==> src/rtl/ps2_tx.sv <==
// Device-side PS/2 transmitter: queues scan-code bytes in a small FIFO and
// serializes each one as an 11-bit PS/2 frame with generated clock and data.
module ps2_tx #(
   parameter int CLK_DIV    = 4,
   parameter int FIFO_DEPTH = 4,
   parameter int IDLE_GAP   = 2
) (
   input  logic       clk,
   input  logic       rst,
   input  logic [7:0] in_data,
   input  logic       in_valid,
   output logic       in_ready,
   input  logic       inhibit,
   output logic       ps2_clk,
   output logic       ps2_data,
   output logic       busy,
   output logic       frame_done
);

   localparam int AW = $clog2(FIFO_DEPTH);
   localparam int CW = $clog2(FIFO_DEPTH + 1);
   localparam int PW = $clog2(2 * CLK_DIV);
   localparam int GW = $clog2(IDLE_GAP * 2 * CLK_DIV);

   localparam logic [PW-1:0] PHASE_LAST = PW'(2 * CLK_DIV - 1);
   localparam logic [PW-1:0] PHASE_HALF = PW'(CLK_DIV);
   localparam logic [GW-1:0] GAP_LAST   = GW'(IDLE_GAP * 2 * CLK_DIV - 1);
   localparam logic [CW-1:0] COUNT_FULL = CW'(FIFO_DEPTH);

   typedef enum logic [1:0] {
      IDLE,
      SEND,
      GAP
   } state_t;

   state_t          state_q, state_d;
   logic [7:0]      mem_q [FIFO_DEPTH];
   logic [7:0]      mem_d [FIFO_DEPTH];
   logic [AW-1:0]   wr_ptr_q, wr_ptr_d;
   logic [AW-1:0]   rd_ptr_q, rd_ptr_d;
   logic [CW-1:0]   count_q, count_d;
   logic [10:0]     frame_q, frame_d;
   logic [3:0]      bit_idx_q, bit_idx_d;
   logic [PW-1:0]   phase_q, phase_d;
   logic [GW-1:0]   gap_q, gap_d;
   logic            ps2_clk_q, ps2_clk_d;
   logic            ps2_data_q, ps2_data_d;
   logic            frame_done_q, frame_done_d;

   logic            push;
   logic            pop;
   logic [7:0]      head;

   assign in_ready   = (count_q != COUNT_FULL);
   assign push       = in_valid && in_ready;
   assign head       = mem_q[rd_ptr_q];
   assign busy       = (state_q != IDLE) || (count_q != '0);
   assign ps2_clk    = ps2_clk_q;
   assign ps2_data   = ps2_data_q;
   assign frame_done = frame_done_q;

   // Line values are computed for the next cycle so the pins come straight from flops.
   always_comb begin
      state_d      = state_q;
      frame_d      = frame_q;
      bit_idx_d    = bit_idx_q;
      phase_d      = phase_q;
      gap_d        = gap_q;
      ps2_clk_d    = 1'b1;
      ps2_data_d   = 1'b1;
      frame_done_d = 1'b0;
      pop          = 1'b0;
      case (state_q)
         IDLE: begin
            if ((count_q != '0) && !inhibit) begin
               state_d    = SEND;
               frame_d    = {1'b1, ~^head, head, 1'b0};
               bit_idx_d  = 4'd0;
               phase_d    = '0;
               ps2_data_d = 1'b0;
            end
         end
         SEND: begin
            if (inhibit) begin
               state_d = IDLE;
            end else if (phase_q == PHASE_LAST) begin
               if (bit_idx_q == 4'd10) begin
                  pop          = 1'b1;
                  frame_done_d = 1'b1;
                  state_d      = GAP;
                  gap_d        = '0;
               end else begin
                  bit_idx_d  = bit_idx_q + 4'd1;
                  frame_d    = {1'b1, frame_q[10:1]};
                  phase_d    = '0;
                  ps2_data_d = frame_q[1];
               end
            end else begin
               phase_d    = phase_q + PW'(1);
               ps2_clk_d  = (phase_d < PHASE_HALF);
               ps2_data_d = frame_q[0];
            end
         end
         GAP: begin
            if (gap_q == GAP_LAST) begin
               state_d = IDLE;
            end else begin
               gap_d = gap_q + GW'(1);
            end
         end
         default: state_d = IDLE;
      endcase
   end

   // A full FIFO refuses pushes even while popping, since in_ready sees only the count.
   always_comb begin
      mem_d    = mem_q;
      wr_ptr_d = wr_ptr_q;
      rd_ptr_d = rd_ptr_q;
      count_d  = count_q;
      if (push) begin
         mem_d[wr_ptr_q] = in_data;
         wr_ptr_d        = wr_ptr_q + AW'(1);
      end
      if (pop) begin
         rd_ptr_d = rd_ptr_q + AW'(1);
      end
      case ({push, pop})
         2'b10:   count_d = count_q + CW'(1);
         2'b01:   count_d = count_q - CW'(1);
         default: count_d = count_q;
      endcase
   end

   always_ff @(posedge clk or posedge rst) begin
      if (rst) begin
         state_q      <= IDLE;
         mem_q        <= '{default: '0};
         wr_ptr_q     <= '0;
         rd_ptr_q     <= '0;
         count_q      <= '0;
         frame_q      <= '1;
         bit_idx_q    <= 4'd0;
         phase_q      <= '0;
         gap_q        <= '0;
         ps2_clk_q    <= 1'b1;
         ps2_data_q   <= 1'b1;
         frame_done_q <= 1'b0;
      end else begin
         state_q      <= state_d;
         mem_q        <= mem_d;
         wr_ptr_q     <= wr_ptr_d;
         rd_ptr_q     <= rd_ptr_d;
         count_q      <= count_d;
         frame_q      <= frame_d;
         bit_idx_q    <= bit_idx_d;
         phase_q      <= phase_d;
         gap_q        <= gap_d;
         ps2_clk_q    <= ps2_clk_d;
         ps2_data_q   <= ps2_data_d;
         frame_done_q <= frame_done_d;
      end
   end

endmodule

==> config.mk <==
export PLATFORM = sky130hd
export DESIGN_NAME = ps2_tx
export DESIGN_NICKNAME = d
export VERILOG_FILES = /design/src/rtl/ps2_tx.sv
export SDC_FILE = /design/constraint.sdc
export NUM_CORES = 1
export LEC_CHECK = 0
export CORE_MARGIN = 2
export CORE_UTILIZATION = 53
export DETAILED_ROUTE_END_ITERATION = 6
export PLACE_DENSITY = 0.8
export SYNTH_ARGS = -nofsm -noshare
export SYNTH_HDL_FRONTEND = slang
export SYNTH_SLANG_ARGS = --single-unit
==> constraint.sdc <==
create_clock -name clk -period 2.3 [get_ports clk]
set_input_delay 0.23 -clock clk [delete_from_list [all_inputs] [get_ports clk]]
set_output_delay 0.23 -clock clk [all_outputs]
set_load 0.05 [all_outputs]
==> results of run 1 <==
[state kept, by name, summed over array words and instances, names as in the netlist]
| register | cells |
|---|---|
| bit_idx_q | 4 |
| count_q | 3 |
| frame_done | 1 |
| frame_q | 10 |
| phase_q | 3 |
| rd_ptr_q | 2 |
| mem_q | 32 |
| ps2_data | 1 |
| state_q | 2 |
| ps2_clk | 1 |
| gap_q | 4 |
| wr_ptr_q | 2 |
[logic make-up (layout without fill, tap and decap cells)]
kind of cell	Yosys count	count (layout)	share of synthesized area
xor+xnor	17	17	0.0484
mux	51	51	0.219
buf+inv	21	51	0.0317
compound gates	22	22	0.0456
simple gates	46	46	0.0737
fa+ha+maj	11	11	0.0472
flops	65	65	0.534
[stage by stage]
| step | instances | utilization | hold slack (ps) |
|---|---|---|---|
| 3_3_place_gp | 319 | 0.603 | 479 |
| 3_5_place_dp | 319 | 0.603 | 488 |
| 2_1_floorplan | 233 | - | 378 |
| 4_1_cts | 335 | 0.644 | 194 |
| 6_report | 335 | 0.646 | 186 |
| 5_1_grt | 335 | 0.646 | 214 |
[placed cells by master (no fill, tap or decap), drive strengths merged, types with 2 or more instances in the layout]
cell type and instances:
a21oi 10, a32o 2, buf 8, bufinv 2
clkbuf 9, clkdlybuf4s50 15, clkinv 2, dfrtp 53
dfstp 12, ha 10, inv 14, mux2 33
mux2i 10, mux4 8, nand2 11, nand2b 2
nand4 2, nor2 17, nor3 2, nor4 2
o21ai 3, xnor2 11, xor2 6
[where the power goes]
| part | internal, uW | switching (uW) |
|---|---|---|
| combinational | 792 | 660 |
| clock | 621 | 481 |
| sequential | 1680 | 264 |
[worst max-delay path, cell delays in order, from the launching register on]
cell and delay, ps:
dfrtp_1 400, inv_1 90, ha_1 170, and3b_1 190, and3_4 190, ha_2 190, inv_1 50, fa_1 390
xor2_1 160, nor2_1 110, xor2_1 140
[cell type report]
cell class / instances / area, sq um
flip-flops and latches: 65 / 1640
inverters: 12 / 45.0
clock inverters: 7 / 103
fillers: 424 / 1960
multi-input cells: 147 / 1350
well taps: 72 / 90.1
clock buffers: 9 / 124
repair buffers: 23 / 223
[final timing paths]
check	start	end	slack, ps	depth (start not counted)
setup / recovery	bit_idx_q[0]	count_q[2]	160	10
hold / removal	rst	wr_ptr_q[0]	190	2
setup reg to reg	bit_idx_q[0]	count_q[2]	160	10
hold reg to reg	phase_q[0]	phase_q[0]	500	1
max in group asynchronous	rst	frame_q[7]	1460	3
min in group clk	phase_q[0]	phase_q[0]	500	1
[routing by layer]
metal | GRT usage | vias up
li1 | - | 884
met1 | 0.250 | 917
met2 | 0.303 | 29
met3 | 0.0438 | 13
met4 | 0.112 | 0
met5 | 0 | -
==> results_tabular.tex, run 1 <==
\begin{tabular}{lr}
\hline
Metric & Value \\
\hline
\multicolumn{2}{l}{\textbf{Global route}} \\
\quad Antenna violations before repair & 0 \\
\quad Maximum number of pins on one net before global-route repair & 48 \\
\quad Total routing resource utilization after global routing & 0.195 \\
\quad Remaining global-route overflow & 0 \\
\quad First-pass GRT wire length & 9.24 mm \\
\quad Via count of the first global-routing pass & 1939 \\
\multicolumn{2}{l}{\textbf{Routing}} \\
\quad Met2 wirelength from detailed routing & 2.64 mm \\
\quad Pre-antenna DRT Iters & 4 \\
\quad Post-Route M1 WL & 2.39 mm \\
\quad Vias per cell & 5.50 \\
\quad Routed via count & 1843 \\
\quad Routed Wire Length & 5.30 mm \\
\quad Initial drt markers & 90 \\
\quad Final routed wire length divided by cell count & 15.8 um \\
\quad Antenna-violating nets left & 0 \\
\quad Total length of routed met3 wires & 150 um \\
\quad Highest layer used for signal routing & met4 \\
\quad DR DRC count & 0 \\
\multicolumn{2}{l}{\textbf{Die}} \\
\quad Cell Rows & 27 \\
\quad Die Y & 80.2 um \\
\quad Total I/O pin count & 17 \\
\quad Initial core utilization & 0.555 \\
\quad Total Die Area & 6430 sq um \\
\quad Area of the core & 5540 sq um \\
\quad Width of the chip & 80.2 um \\
\multicolumn{2}{l}{\textbf{Worst setup path}} \\
\quad Worst Path Arrival & 2420 ps \\
\quad Max Fanout on Critical Path & 3 \\
\quad Required time at the endpoint of the critical path & 2580 ps \\
\quad CP endpoint kind & flop \\
\quad Crit Path Category & reg -> reg \\
\quad CP Launch Type & flop \\
\multicolumn{2}{l}{\textbf{Synth}} \\
\quad Number of distinct library cells after synthesis & 40 \\
\quad Avg Synthesized Cell Area & 13.2 sq um \\
\quad Syn Std Cell Area & 3070 sq um \\
\quad Predominant post-synthesis flop cell & dfrtp\_1 \\
\quad Number of enable-type register cells in the synthesized netlist & 0 \\
\quad Post-synth net total & 256 \\
\quad Yosys warnings & 0 \\
\quad Most frequent cell after synthesis & dfrtp\_1 \\
\quad Ranking of synthesized cells by instance count & 53 x dfrtp\_1, 33 x mux2\_2, 17 x nor2\_1 \\
\quad Total of flip-flops plus latches after synthesis & 65 \\
\quad Synth area leader & dfrtp\_1 \\
\quad Syn Inst Count & 233 \\
\quad Share of synthesized area occupied by flip-flops and latches & 0.534 \\
\quad Share of async-settable or async-resettable flops after synthesis & 1.00 \\
\quad Dominant cells by area after synthesis & dfrtp\_1 43\%, mux2\_2 12\%, dfstp\_2 10\% \\
\quad Fraction of synthesized cell area taken by the top area cell type & 0.431 \\
\multicolumn{2}{l}{\textbf{Timing}} \\
\quad Hold Vio Cnt, Final & 0 \\
\quad Number of max-slew violations in the final report & 0 \\
\quad Clock period minus worst slack & 2140 ps \\
\quad Worst-margin pin slew & 585 ps \\
\quad Final worst path period share & 0.932 \\
\quad Largest clock skew in the final design & 11.6 ps \\
\quad Setup repair after global routing missed its margin & false \\
\quad Max Fclk & 467 MHz \\
\quad Total of endpoints with negative setup slack in the final report & 0 \\
\quad Setup slack of the critical path after layout & 157 ps \\
\quad Remaining max-slew budget at the tightest pin & 0.607 \\
\quad Total Neg Setup Slack & 0 ps \\
\multicolumn{2}{l}{\textbf{Cells and area}} \\
\quad Share of post-route cells with drive strength above 1 & 0.300 \\
\quad Area added between synthesis and finish & 16.4\% \\
\quad Post-route standard cell area excluding fillers & 3580 sq um \\
\quad Final \#Nets & 281 \\
\quad Diode insertion count for antenna repair & 0 \\
\multicolumn{2}{l}{\textbf{Clock network}} \\
\quad Latest clock arrival within the worst-skew pair & 350 ps \\
\quad \# hold bufs at CTS & 0 \\
\quad Num CTS Buffers & 9 \\
\quad Buffer count from post-CTS setup fixing & 0 \\
\quad Clk pin slew, worst setup/hold paths & 80 ps \\
\quad Clock sink count & 65 \\
\quad Number of buffers on the longest clock path & 2 \\
\quad Root Buffer & clkbuf\_8 \\
\quad Clock tree from TritonCTS & yes \\
\quad CTS HTree Levels & 3 \\
\quad Number of gates given a new drive strength after cts & 0 \\
\multicolumn{2}{l}{\textbf{Pwr}} \\
\quad Total power draw & 4490 uW \\
\quad Leakage power total & 0.00155 uW \\
\quad Total power per unit cell area & 1260 nW/um\^{}2 \\
\quad Maximum ir drop on the vdd rail & 0.899 mV \\
\multicolumn{2}{l}{\textbf{Placed design}} \\
\quad GPL Wtd Cong & 0.808 \\
\quad Final HPWL DP & 3.68 mm \\
\quad Buffers added on ports & 16 \\
\quad Pre-CTS worst setup slack & 169 ps \\
\quad Instance area after placement & 3340 sq um \\
\multicolumn{2}{l}{\textbf{Job}} \\
\quad \# Max-Cap Violations & 0 \\
\multicolumn{2}{l}{\textbf{Hold path}} \\
\quad Min-delay worst type & in -> async \\
\multicolumn{2}{l}{\textbf{Status}} \\
\quad Status & finished, final reports clean \\
\hline
\end{tabular}
Power figures use the tool's default switching activity.
==> inputs of run 2 (changes only) <==
==> constraint.sdc (replaced) <==
create_clock -name clk -period 2.3 [get_ports clk]
set_input_delay 0.345 -clock clk [delete_from_list [all_inputs] [get_ports clk]]
set_output_delay 0.345 -clock clk [all_outputs]
set_load 0.05 [all_outputs]
==> results_tabular.tex, run 2 (synthesized netlist as in run 1, its figures left out) <==
\begin{tabular}{lr}
\hline
Metric & Value \\
\hline
\multicolumn{2}{l}{\textbf{Timing}} \\
\quad Largest clock skew in the final design & 10.7 ps (-0.831 ps) \\
\quad Max Fclk & 466 MHz (-0.11\%) \\
\quad Total Neg Setup Slack & 0 ps (unchanged) \\
\quad Worst-margin pin slew & 587 ps (+1.72 ps) \\
\quad Number of max-slew violations in the final report & 0 (unchanged) \\
\quad Setup repair after global routing missed its margin & false \\
\quad Hold Vio Cnt, Final & 0 (unchanged) \\
\quad Total of endpoints with negative setup slack in the final report & 0 (unchanged) \\
\quad Setup slack of the critical path after layout & 154 ps (-2.33 ps) \\
\quad Clock period minus worst slack & 2150 ps (+2.33 ps) \\
\quad Final worst path period share & 0.933 (+0.00101) \\
\quad Remaining max-slew budget at the tightest pin & 0.606 (-0.00116) \\
\multicolumn{2}{l}{\textbf{Worst setup path}} \\
\quad Worst Path Arrival & 2420 ps (about the same) \\
\quad CP Launch Type & flop \\
\quad Buf+Inv Stages, Crit Path & 2 (unchanged) \\
\quad Required time at the endpoint of the critical path & 2580 ps (about the same) \\
\quad CP endpoint kind & flop \\
\quad Master of the slowest instance on the critical path & dfrtp\_1 \\
\quad Largest delay share family, worst path & adder cells \\
\quad Crit path largest cell delay & 400 ps (about the same) \\
\quad Max Fanout on Critical Path & 3 (unchanged) \\
\quad Crit Path Category & reg -> reg \\
\quad Cell Chain, Critical Path & inv\_1 -> ha\_1 -> and3b\_1 -> and3\_1 -> ha\_1 -> inv\_1 -> fa\_1 -> xor2\_1 -> nor2\_1 -> xor2\_1 \\
\multicolumn{2}{l}{\textbf{Pwr}} \\
\quad Leakage power total & 0.00157 uW (+0.97\%) \\
\quad Total power per unit cell area & 1220 nW/um\^{}2 (-2.9\%) \\
\quad Maximum ir drop on the vdd rail & 0.712 mV (-21\%) \\
\multicolumn{2}{l}{\textbf{Routing}} \\
\quad DR DRC count & 0 (unchanged) \\
\quad Pre-antenna DRT Iters & 4 (unchanged) \\
\quad Final routed wire length divided by cell count & 15.7 um (-0.58\%) \\
\quad Initial drt markers & 39 (-57\%) \\
\quad Vias per cell & 5.46 (-0.83\%) \\
\quad Antenna-violating nets left & 0 (unchanged) \\
\quad Routed via count & 1855 (+0.65\%) \\
\quad Routed Wire Length & 5.35 mm (+0.91\%) \\
\multicolumn{2}{l}{\textbf{Cells and area}} \\
\quad Largest Register & mem\_q \\
\quad Commonest non-fill, non-tap cells in the layout & 53 x dfrtp\_1, 33 x mux2\_2, 17 x nor2\_1 \\
\quad Number of flip-flops in the largest register & 32 (unchanged) \\
\quad Most common cell after layout, fill and taps aside & dfrtp\_1 \\
\quad Area added between synthesis and finish & 16.4\% (about the same) \\
\quad Filler-free cell count of the finished design & 340 (+1.5\%) \\
\quad Final \#Nets & 286 (+1.8\%) \\
\quad Regs by FF count & mem\_q (32), frame\_q (10) \\
\quad Diode insertion count for antenna repair & 0 (unchanged) \\
\quad Share of post-route cells with drive strength above 1 & 0.302 (+0.00186) \\
\multicolumn{2}{l}{\textbf{Global route}} \\
\quad Via count of the first global-routing pass & 1973 (+1.8\%) \\
\quad Antenna violations before repair & 0 (unchanged) \\
\quad Remaining global-route overflow & 0 (unchanged) \\
\quad Total routing resource utilization after global routing & 0.198 (+0.00350) \\
\quad First-pass GRT wire length & 9.34 mm (+1.0\%) \\
\quad Maximum number of pins on one net before global-route repair & 31 (-35\%) \\
\multicolumn{2}{l}{\textbf{Clock network}} \\
\quad Root Buffer & clkbuf\_8 \\
\quad CTS HTree Levels & 3 (unchanged) \\
\quad Buffer count from post-CTS setup fixing & 0 (unchanged) \\
\quad Num CTS Buffers & 9 (unchanged) \\
\quad Number of gates given a new drive strength after cts & 0 (unchanged) \\
\quad \# hold bufs at CTS & 0 (unchanged) \\
\quad Clock tree from TritonCTS & yes \\
\quad Number of buffers on the longest clock path & 2 (unchanged) \\
\quad Clock sink count & 65 (unchanged) \\
\quad Latest clock arrival within the worst-skew pair & 350 ps (about the same) \\
\quad Clk pin slew, worst setup/hold paths & 70 ps (about the same) \\
\multicolumn{2}{l}{\textbf{Placed design}} \\
\quad Buffers added on ports & 16 (unchanged) \\
\quad Final HPWL DP & 3.77 mm (+2.3\%) \\
\quad GPL Wtd Cong & 0.786 (-2.7\%) \\
\quad Dpl cells & 324 (+1.6\%) \\
\quad Pre-CTS worst setup slack & 73.4 ps (-95.3 ps) \\
\multicolumn{2}{l}{\textbf{Die}} \\
\quad Die Y & 80.2 um (unchanged) \\
\quad Width of the chip & 80.2 um (unchanged) \\
\quad Area of the core & 5540 sq um (unchanged) \\
\quad Cell Rows & 27 (unchanged) \\
\quad Total I/O pin count & 17 (unchanged) \\
\quad Initial core utilization & 0.555 (unchanged) \\
\quad Total Die Area & 6430 sq um (unchanged) \\
\multicolumn{2}{l}{\textbf{Status}} \\
\quad Status & finished, final reports clean \\
\multicolumn{2}{l}{\textbf{Hold path}} \\
\quad Min-delay worst type & in -> async \\
\multicolumn{2}{l}{\textbf{Job}} \\
\quad \# Max-Cap Violations & 0 (unchanged) \\
\hline
\end{tabular}
run 2: worst register-to-register path, cell delays in order (launching register included):
cell	delay [ps]
dfrtp_1	400
inv_1	100
ha_1	170
and3b_1	180
and3_1	200
ha_1	190
inv_1	60
fa_1	370
xor2_1	150
nor2_1	110
xor2_1	160
run 2: worst paths after layout:
kind	start	to	slack, ps	cells past startpoint
max in group asynchronous	rst	frame_q[5]	1380	3
min in group clk	mem_q[8]	mem_q[8]	500	1
worst max-delay path	bit_idx_q[0]	count_q[2]	150	10
worst min-delay path	rst	wr_ptr_q[0]	300	2
worst min register to register	mem_q[8]	mem_q[8]	500	1
worst max register to register	bit_idx_q[0]	count_q[2]	150	10
run 2: cell type report:
class / instances / area [sq um]
fillers: 410 / 1960
flip-flops and latches: 65 / 1640
multi-input cells: 147 / 1340
repair buffers: 28 / 260
clock buffers: 9 / 124
well taps: 72 / 90.1
clock inverters: 7 / 76.3
inverters: 12 / 45.0
run 2: where the power goes:
part / internal (uW) / switching, uW
combinational: 799 / 657
clock: 507 / 474
sequential: 1680 / 251
total: 2980 / 1380
run 2: routing by layer:
| layer | track usage | routed length (um) | up-vias |
|---|---|---|---|
| li1 | - | - | 895 |
| met1 | 0.240 | 2420 | 924 |
| met2 | 0.327 | 2640 | 23 |
| met3 | 0.0618 | 191 | 13 |
| met4 | 0.0847 | 91 | 0 |
| met5 | 0 | 0 | - |
run 2: per-stage QoR:
stage	hold slack, ps	area (sq um)	power (uW)	util
after floorplan	464	3080	3060	-
after global routing	367	3580	4660	0.646
after detailed placement	485	3380	3430	0.610
final	304	3580	4360	0.646
after global placement	479	3380	3330	0.610
after CTS	311	3580	4410	0.646
